`config.mk`:
```
export PLATFORM = sky130hd
export DESIGN_NAME = wb_address_pipe_flat
export DESIGN_NICKNAME = d
export VERILOG_FILES = /design/src/rtl/wb_address_pipe_if.sv /design/src/rtl/wb_address_pipe.sv /design/src/flat_wrapper.sv
export SDC_FILE = /design/constraint.sdc
export NUM_CORES = 1
export LEC_CHECK = 0
export CAP_MARGIN = 20
export CORE_ASPECT_RATIO = 1.4
export CORE_MARGIN = 5
export CORE_UTILIZATION = 39
export DETAILED_ROUTE_END_ITERATION = 12
export MAX_ROUTING_LAYER = met4
export PLACE_DENSITY_LB_ADDON = 0.3
export SYNTH_ARGS = -nofsm -noshare
export SYNTH_HDL_FRONTEND = slang
export SYNTH_SLANG_ARGS = --single-unit
```
`constraint.sdc`:
```
create_clock -name clk -period 2.05 [get_ports clk]
set_input_delay 0.5125 -clock clk [delete_from_list [all_inputs] [get_ports clk]]
set_output_delay 0.5125 -clock clk [all_outputs]
set_load 0.05 [all_outputs]
```
`src/rtl/wb_address_pipe_if.sv`:
```
// -----------------------------------------------------------------------------
// wb_address_pipe_if
//   Bundles the issue-side and register-file-side signals of wb_address_pipe.
//   master : decode / testbench side (drives the issue fields, sees the results)
//   slave  : wb_address_pipe side
//
//   Issue side   : issue_valid, issue_we, select, reg_field0, reg_field1,
//                  rs0, rs0_used, rs1, rs1_used, flush, ex_data -> stall
//   Write port   : rf_we, rf_waddr, rf_wdata
//   Debug        : stall_count
// -----------------------------------------------------------------------------
interface wb_address_pipe_if #(
   parameter int AW  = 2,
   parameter int DW  = 8,
   parameter int SCW = 8
);
   logic           issue_valid;
   logic           issue_we;
   logic [1:0]     select;
   logic [AW-1:0]  reg_field0;
   logic [AW-1:0]  reg_field1;
   logic [AW-1:0]  rs0;
   logic           rs0_used;
   logic [AW-1:0]  rs1;
   logic           rs1_used;
   logic           flush;
   logic [DW-1:0]  ex_data;
   logic           stall;
   logic           rf_we;
   logic [AW-1:0]  rf_waddr;
   logic [DW-1:0]  rf_wdata;
   logic [SCW-1:0] stall_count;

   modport master (
      output issue_valid, issue_we, select, reg_field0, reg_field1,
             rs0, rs0_used, rs1, rs1_used, flush, ex_data,
      input  stall, rf_we, rf_waddr, rf_wdata, stall_count
   );

   modport slave (
      input  issue_valid, issue_we, select, reg_field0, reg_field1,
             rs0, rs0_used, rs1, rs1_used, flush, ex_data,
      output stall, rf_we, rf_waddr, rf_wdata, stall_count
   );
endinterface

```
`src/rtl/wb_address_pipe.sv`:
```
// -----------------------------------------------------------------------------
// wb_address_pipe
//   Decodes the destination register of the issuing instruction, carries it
//   through an EX/WB pipeline next to the result data, drives the register
//   file write port, raises the issue stall on read-after-write hazards
//   against in-flight destinations and counts stall cycles (saturating).
//
//   Ports
//     clk      : rising-edge clock
//     reset_n  : asynchronous active-low reset
//     bus      : wb_address_pipe_if.slave (issue fields, stall, rf write port,
//                stall_count)
//
//   Build option
//     ZERO_REG_EN : register 0 is hardwired zero (never written, never a
//                   hazard source). Undefined: register 0 is ordinary.
// -----------------------------------------------------------------------------
module wb_address_pipe #(
   parameter int AW       = 2,
   parameter int DW       = 8,
   parameter int LINK_REG = 2,
   parameter int SCW      = 8
) (
   input  logic             clk,
   input  logic             reset_n,
   wb_address_pipe_if.slave bus
);

   localparam logic [AW-1:0] LINK_ADDR = AW'(LINK_REG);

   logic [AW-1:0]  dest_addr;
   logic           hit0;
   logic           hit1;
   logic           stall_int;
   logic           accept;
   logic           ex_load_valid;

   logic           ex_valid;
   logic [AW-1:0]  ex_addr;
   logic           wb_valid;
   logic [AW-1:0]  wb_addr;
   logic [DW-1:0]  wb_data;
   logic [SCW-1:0] stall_count;

   // Destination decode.
   always_comb begin
      // NOTE: assign a default before the case so no path leaves dest_addr
      // unassigned; otherwise synthesis infers a latch.
      dest_addr = '0;
      case (bus.select)
         2'd1:    dest_addr = bus.reg_field0;
         2'd2:    dest_addr = bus.reg_field1;
         2'd3:    dest_addr = LINK_ADDR;
         default: dest_addr = '0;
      endcase
   end

   // Hazard detection. Both EX and WB count: the register file is not
   // write-through, so a source being written this very cycle still stalls.
   always_comb begin
      hit0 = (ex_valid && (ex_addr == bus.rs0)) || (wb_valid && (wb_addr == bus.rs0));
      hit1 = (ex_valid && (ex_addr == bus.rs1)) || (wb_valid && (wb_addr == bus.rs1));
`ifdef ZERO_REG_EN
      if (bus.rs0 == '0) hit0 = 1'b0;
      if (bus.rs1 == '0) hit1 = 1'b0;
`endif
      // A flush kills the issuing instruction anyway, so there is nothing
      // to hold back.
      stall_int = bus.issue_valid && !bus.flush &&
                  ((bus.rs0_used && hit0) || (bus.rs1_used && hit1));
   end

   assign accept = bus.issue_valid && !stall_int;

   always_comb begin
      ex_load_valid = accept && bus.issue_we && !bus.flush;
`ifdef ZERO_REG_EN
      if (dest_addr == '0) ex_load_valid = 1'b0;
`endif
   end

   always_ff @(posedge clk or negedge reset_n) begin
      if (!reset_n) begin
         // NOTE: address and data stages are cleared too (not just the
         // valid bits) so the write port reads all-zero straight out of reset.
         ex_valid    <= 1'b0;
         ex_addr     <= '0;
         wb_valid    <= 1'b0;
         wb_addr     <= '0;
         wb_data     <= '0;
         stall_count <= '0;
      end else begin
         // NOTE: non-blocking assignments so WB samples the EX values from
         // before this edge, giving a true two-stage shift.
         ex_valid <= ex_load_valid;
         ex_addr  <= dest_addr;
         // A flush kills what is in EX right now; WB takes a bubble instead.
         wb_valid <= ex_valid && !bus.flush;
         wb_addr  <= ex_addr;
         wb_data  <= bus.ex_data;
         if (stall_int && (stall_count != '1))
            stall_count <= stall_count + SCW'(1);
      end
   end

   assign bus.stall       = stall_int;
   assign bus.rf_we       = wb_valid;
   assign bus.rf_waddr    = wb_addr;
   assign bus.rf_wdata    = wb_data;
   assign bus.stall_count = stall_count;

endmodule

```
`src/flat_wrapper.sv`:
```
// flat-port wrapper written by rule: the top's interface ports become plain ports
module wb_address_pipe_flat 
#(
   parameter int AW       = 2,
   parameter int DW       = 8,
   parameter int LINK_REG = 2,
   parameter int SCW      = 8
)
  (clk, reset_n, bus_issue_valid, bus_issue_we, bus_select, bus_reg_field0, bus_reg_field1, bus_rs0, bus_rs0_used, bus_rs1, bus_rs1_used, bus_flush, bus_ex_data, bus_stall, bus_rf_we, bus_rf_waddr, bus_rf_wdata, bus_stall_count);
  wb_address_pipe_if #(.AW(AW), .DW(DW), .SCW(SCW)) bus_i ();
  input  logic clk;
  input  logic reset_n;
  input wire logic [$bits(bus_i.issue_valid)-1:0] bus_issue_valid;
  input wire logic [$bits(bus_i.issue_we)-1:0] bus_issue_we;
  input wire logic [$bits(bus_i.select)-1:0] bus_select;
  input wire logic [$bits(bus_i.reg_field0)-1:0] bus_reg_field0;
  input wire logic [$bits(bus_i.reg_field1)-1:0] bus_reg_field1;
  input wire logic [$bits(bus_i.rs0)-1:0] bus_rs0;
  input wire logic [$bits(bus_i.rs0_used)-1:0] bus_rs0_used;
  input wire logic [$bits(bus_i.rs1)-1:0] bus_rs1;
  input wire logic [$bits(bus_i.rs1_used)-1:0] bus_rs1_used;
  input wire logic [$bits(bus_i.flush)-1:0] bus_flush;
  input wire logic [$bits(bus_i.ex_data)-1:0] bus_ex_data;
  output wire logic [$bits(bus_i.stall)-1:0] bus_stall;
  output wire logic [$bits(bus_i.rf_we)-1:0] bus_rf_we;
  output wire logic [$bits(bus_i.rf_waddr)-1:0] bus_rf_waddr;
  output wire logic [$bits(bus_i.rf_wdata)-1:0] bus_rf_wdata;
  output wire logic [$bits(bus_i.stall_count)-1:0] bus_stall_count;
  assign bus_i.issue_valid = bus_issue_valid;
  assign bus_i.issue_we = bus_issue_we;
  assign bus_i.select = bus_select;
  assign bus_i.reg_field0 = bus_reg_field0;
  assign bus_i.reg_field1 = bus_reg_field1;
  assign bus_i.rs0 = bus_rs0;
  assign bus_i.rs0_used = bus_rs0_used;
  assign bus_i.rs1 = bus_rs1;
  assign bus_i.rs1_used = bus_rs1_used;
  assign bus_i.flush = bus_flush;
  assign bus_i.ex_data = bus_ex_data;
  assign bus_stall = bus_i.stall;
  assign bus_rf_we = bus_i.rf_we;
  assign bus_rf_waddr = bus_i.rf_waddr;
  assign bus_rf_wdata = bus_i.rf_wdata;
  assign bus_stall_count = bus_i.stall_count;
  wb_address_pipe #(.AW(AW), .DW(DW), .LINK_REG(LINK_REG), .SCW(SCW)) u_core (.clk(clk), .reset_n(reset_n), .bus(bus_i));
endmodule
```
==> metrics.txt, run 1 <==
hold-fix buffer count after cts=0; transition at the pin with the smallest max-transition slack=0.514 ns; highest fanout seen on the critical path=2; hold path startpoint=u_core.ex_addr[1]; count of state elements after synthesis=22; share of the clock period used by the worst path=104%; largest net degree at the start of global routing=23; maximum achievable frequency=approximately 0.47 GHz; initial antenna violation count=0; WL met3=between 100 and 150 µm; Routed met1 length=853 µm; final cell count without fillers=~150; Synth Area per Inst=roughly 12 µm²; Critical Setup Path Class=in2out; WHS Endpoint=u_core.bus.rf_waddr[1]; Detail Placement HPWL=~1700 µm; count of input and output buffers=44; number of vias per cell=4.99; area added between synthesis and finish=62.3%; via count=about 760; cell count after synthesis=76; DRT antenna net count=0; critical path capture point type=output pin; Core Rows=21; type of the worst min-delay path=reg2reg; worst supply voltage drop on vdd=0.000527 V; leakage power total=roughly 0.72 nW; initial core utilization=roughly 40%; number of cells on the worst reg-to-reg path=6; largest cells by area after synthesis=dfrtp_1 (59%), xor2_1 (12%), nor3_1 (3.2%); flip-flop cell with the highest count after synthesis=dfrtp_1; Die Width=51.3 µm; run status=finished with violations; clock latency of the later-clocked register in the worst-skew pair=about 0.31 ns; sinks on the clock net=22; max-cap violations=0; Tot Pwr=around 1 mW; first-pass GRT wire length=3680 µm; Die Area=3490 µm²; drt wl/cell=14.0 µm; Fin. Hold Viols=0; fraction of synthesized cell area taken by the top area cell type=59.0%; Setup crit start kind=input port; most used standard cell by instance count after synthesis=dfrtp_1; count of antenna diodes in the layout=0; Placed Cells incl. Taps=roughly 150; violations in the final reports=negative setup slack; aggregate global routing overflow=0; Worst Path Required=around 1.5 ns; net count of the finished layout=around 160; number of different library cells in the post-synthesis netlist=21; violation count after the first detailed-routing iteration=32; Syn Std Cell Area=933 µm²; Final min period=2.13 ns; clock tree buffer depth=2; total of endpoints with negative setup slack in the final report=1; remaining routing DRC violations=0; Total Routing Usage GR=14.8%; RSZ-0062 raised after global routing=yes; register-to-register path setup slack=roughly 0.26 ns; DR top layer=met4; total setup buffers inserted after CTS=0; TritonCTS clock tree=built; proportion of synthesized chip area in sequential cells=59.0%; final setup skew=0.0110 ns; instance count along the most critical hold path=0; Power per Cell Area=between 600 and 700 nW/µm²; standard cell core area=between 2000 and 2500 µm²; gpl congestion=0.734; ratio of cells with drive above 1 in the final layout=27.9%; Root Buffer Master=clkbuf_4; fraction of registers with async set or reset after synthesis=100%; Die Y-Extent=~68 µm; cell taking the most area after synthesis=dfrtp_1; number of global-route vias before repair=between 800 and 900; number of ports placed on the die boundary=45; synthesis warning total=0; count of final max-slew check failures=0; synth cell count leaders=dfrtp_1 (22), xor2_1 (13), nand2_1 (7); Worst Setup Slack, final=-0.0825 ns; CTS clk-pin slew, worst paths=about 0.11 ns; drt total wl=about 2100 µm; Max-slew headroom=65.6%; CTS Buf Count=3; total met2 wirelength after detailed routing=1150 µm; Pre-Repair DR Iteration Count=4; net count after synthesis=a little over 100; critical path data arrival time=1.62 ns; Post-synth EDFFs=0; capture instance of the worst register-to-register path=u_core.bus.stall_count[1]; source of the worst register-to-register timing path=u_core.bus.rf_waddr[0]; H-tree level count=1
## power breakdown
group / switching [mW] / internal [mW] / leakage (nW)
Clock: 0.125 / 0.108 / 0.0210
Combinational: 0.161 / 0.114 / 0.432
Sequential: 0.0297 / 0.465 / 0.271
## layer usage
layer	global-route usage (%)	vias up
li1	-	365
met1	15.5	371
met2	26.5	21
met3	2.61	2
met4	7.87	0
met5	-	-
## cell families after synthesis
logic type | after synthesis | share of synthesized area (%)
compound gates | 8 | 8.98
mux | 1 | 1.61
simple gates | 28 | 15.7
buf+inv | 3 | 1.21
xor+xnor | 13 | 12.2
flops | 22 | 59.0
fa+ha+maj | 1 | 1.34
## through the flow
stage	instance area (µm²)	setup TNS [ns]	hold WS, ns	util (%)	setup slack [ns]
global placement	1450	-2.76	0.424	61.9	-0.463
global route	1520	-0.161	0.479	64.8	-0.161
detailed placement	1450	-3.05	0.430	61.9	-0.482
floorplan	936	0	0.217	-	0.00662
finish	1520	-0.0825	0.450	64.8	-0.0825
CTS	1490	-0.141	0.456	63.7	-0.141
## flip-flops by register name, summed over array words and instances (netlist names)
name,cells
u_core.bus.rf_wdata,8
u_core.bus.stall_count,8
u_core.ex_addr,2
u_core.bus.rf_we,1
u_core.ex_valid,1
u_core.bus.rf_waddr,2
## worst max-delay path: stages
cell	delay, ns
dlygate4sd2_1	0.26
xor2_1	0.19
nor3_2	0.08
o41ai_4	0.35
inv_2	0.07
buf_8	0.15
## layout make-up
type                    instances  area [µm²]
clock buffers                   4        36.3
fillers                       192         823
inverters                       3        11.3
multi-input cells              51         422
flip-flops and latches         22         554
well taps                      23        28.8
repair buffers                 49         463
## worst max path at each step
stage,from,to,cells after the start,slack (ns)
floorplan,u_core.bus.rf_waddr[1],bus_stall,4,0.007
global placement,bus_rs0[0],bus_stall,7,-0.46
detailed placement,bus_rs0[0],bus_stall,7,-0.48
CTS,u_core.ex_addr[0],bus_stall,5,-0.14
global route,bus_rs1[1],bus_stall,6,-0.16
finish,bus_rs0[1],bus_stall,6,-0.08
## cells in the final DEF (no fill, tap or decap), drive strengths merged, types with 2 or more instances in the layout
cell	instances
nor3	6
dfrtp	22
o21ai	2
dlymetal6s2s	2
buf	15
nor2	4
nor2b	2
xor2	13
nand2	7
and3	3
clkbuf	4
nand3	3
clkdlybuf4s15	3
dlygate4sd2	3
inv	3
clkdlybuf4s50	26
## repair_timing
item,in CTS,in global routing
gates cloned,0,0
pin swaps,10,5
gates resized for setup,16,7
setup endpoints to repair,3,3
No activity file was read; power rests on OpenSTA's default activity.
==> inputs of run 2 (changes only) <==
==> constraint.sdc (replaced) <==
create_clock -name clk -period 2.36 [get_ports clk]
set_input_delay 0.59 -clock clk [delete_from_list [all_inputs] [get_ports clk]]
set_output_delay 0.59 -clock clk [all_outputs]
set_load 0.05 [all_outputs]
==> run 2 against run 1 <==
Compared with the run above: the flow now finishes without violations; sequential power shrank 13%; global-route usage is 0.31 points higher; final cell count is the same; critical path type unchanged; power is 4.0% lower; utilization up 0.54 points; largest cell class unchanged; first-iteration DRC count down 75%; critical path depth is the same.
==> metrics.txt, run 2 (synthesis gave the netlist of run 1 again) <==
share of the clock period used by the worst path=a little over nine tenths; Placed Cells incl. Taps=151 (was 152); clock latency of the later-clocked register in the worst-skew pair=0.31 ns (about the same); number of ports placed on the die boundary=45 (unchanged); remaining routing DRC violations=0 (unchanged); drt total wl=2300 µm (was 2130 µm); gpl congestion=0.765 (was 0.734); instance area after placement=1460 µm² (was 1450 µm²); first-pass GRT wire length=3700 µm (was 3680 µm); Total Routing Usage GR=15.1% (was 14.8%); Final min period=2.29 ns; Critical Path Slowest Stage Cell=o41ai_4 (unchanged); count of antenna diodes in the layout=0 (unchanged); initial core utilization=39.9% (unchanged); Detail Placement HPWL=1750 µm (was 1740 µm); Die Y-Extent=67.9 µm (unchanged); DRT antenna net count=0 (unchanged); depth of the critical timing path with buffers and inverters included=6 (unchanged); CTS Buf Count=3 (unchanged); Max-slew headroom=65.0% (was 65.6%); instance count along the most critical hold path=0 (unchanged); TritonCTS clock tree=built (unchanged); commonest non-fill, non-tap cells in the layout=clkdlybuf4s50_1 (37), dfrtp_1 (22), xor2_1 (10) (was clkdlybuf4s50_1 (26), dfrtp_1 (19), buf_4 (14)); sinks on the clock net=22 (unchanged); net count of the finished layout=156 (unchanged); critical path capture point type=output pin (unchanged); ratio of cells with drive above 1 in the final layout=19.4% (was 27.9%); total of endpoints with negative setup slack in the final report=0 (was 1); hold-fix buffer count after cts=0 (unchanged); Setup crit start kind=input port (unchanged); initial antenna violation count=0 (unchanged); leakage power total=0.692 nW (was 0.724 nW); area added between synthesis and finish=63.7% (was 62.3%); leading cell type in the layout, fill and taps excluded=clkdlybuf4s50_1 (unchanged); Worst Path Required=1.77 ns (was 1.54 ns); critical path data arrival time=1.70 ns (was 1.62 ns); Die Area=3490 µm² (unchanged); type of the worst min-delay path=reg2reg (unchanged); Fin. Hold Viols=0 (unchanged); Critical Setup Path Class=in2out (unchanged); maximum single-stage delay on the critical path=0.31 ns (was 0.35 ns); number of global-route vias before repair=827 (was 841); highest fanout seen on the critical path=2 (unchanged); number of vias per cell=5.01 (was 4.99); count of input and output buffers=44 (unchanged); violation count after the first detailed-routing iteration=8 (was 32); largest net degree at the start of global routing=23 (unchanged); Die Width=51.3 µm (unchanged); maximum achievable frequency=around 0.44 GHz; gate family responsible for the most delay along the worst path=buffers and inverters (unchanged); cells along the critical path=clkdlybuf4s15_2, xor2_1, nor3_2, o41ai_4, inv_1, buf_6 (was dlygate4sd2_1, xor2_1, nor3_2, o41ai_4, inv_2, buf_8); final core utilization=65.3% (was 64.8%); worst setup timing slack at the placement stage=-0.354 ns (was -0.482 ns); H-tree level count=1 (unchanged); final setup skew=0.00342 ns (was 0.0110 ns); drt wl/cell=15.2 µm (was 14.0 µm); via count=761 (was 759); standard cell core area=2340 µm² (unchanged); run status=finished, final reports clean (was finished with violations); Core Rows=21 (unchanged); Tot Pwr=0.964 mW (was 1.00 mW); final cell count without fillers=152 (unchanged); number of buffer and inverter stages on the critical path=3 (unchanged); transition at the pin with the smallest max-transition slack=0.524 ns (was 0.514 ns); worst supply voltage drop on vdd=0.000398 V (was 0.000527 V); worst hold slack after final layout=0.480 ns (was 0.450 ns); number of cells on the worst reg-to-reg path=6 (unchanged); CTS clk-pin slew, worst paths=0.12 ns (was 0.11 ns); Root Buffer Master=clkbuf_4 (unchanged); max-cap violations=0 (unchanged); Finished Cell Area=1530 µm² (was 1520 µm²); aggregate global routing overflow=0 (unchanged); Power per Cell Area=631 nW/µm² (was 662 nW/µm²); clock tree buffer depth=2 (unchanged); Pre-Repair DR Iteration Count=2 (was 4); setup tns final=0 ns (was -0.0825 ns); Worst Setup Slack, final=0.0714 ns (was -0.0825 ns); count of final max-slew check failures=0 (unchanged)
run 2: final cells by class:
type                    count  area (µm²)
clock buffers               3        22.5
clock inverters             1        30.0
fillers                   205         811
inverters                   3        11.3
multi-input cells          51         417
flip-flops and latches     22         551
well taps                  23        28.8
repair buffers             49         468
run 2: routing by layer:
metal	GRT usage, %	wire length (µm)	share of wire [%]
met2	28.1	1290	56
met3	2.83	115	5.0
met5	-	0	0
met4	7.87	61	2.6
met1	14.9	833	36
run 2: power breakdown:
| part | switching, mW | leakage [nW] | internal (mW) | total, mW |
|---|---|---|---|---|
| clock network | 0.117 | 0.0279 | 0.172 | 0.289 |
| registers | 0.0265 | 0.275 | 0.404 | 0.430 |
| logic | 0.141 | 0.390 | 0.104 | 0.245 |
| total | 0.285 | 0.692 | 0.679 | 0.964 |
run 2: worst register-to-register path, stage by stage (launching register included):
cell	delay, ns
dfrtp_1	0.44
xor2_1	0.18
nor3_2	0.28
o41ai_4	0.13
buf_4	0.17
a31oi_2	0.20
mux2_4	0.32
run 2: worst paths after layout:
check / from / endpoint / slack (ns)
max in group asynchronous: reset_n / u_core.bus.stall_count[0] / 1.53
worst min-delay path: u_core.ex_addr[1] / u_core.bus.rf_waddr[1] / 0.48
worst max-delay path: bus_rs0[1] / bus_stall / 0.07
worst max register to register: u_core.ex_addr[1] / u_core.bus.stall_count[1] / 0.54
worst min register to register: u_core.ex_addr[1] / u_core.bus.rf_waddr[1] / 0.48
min in group asynchronous: reset_n / u_core.bus.rf_wdata[3] / 0.61
run 2: repair_timing:
item	4_1_cts	5_1_grt
setup buffers	0	0
endpoints found under the hold margin	0	0
endpoints found under the setup margin	1	1
pin swaps	9	6
resized for setup	14	9
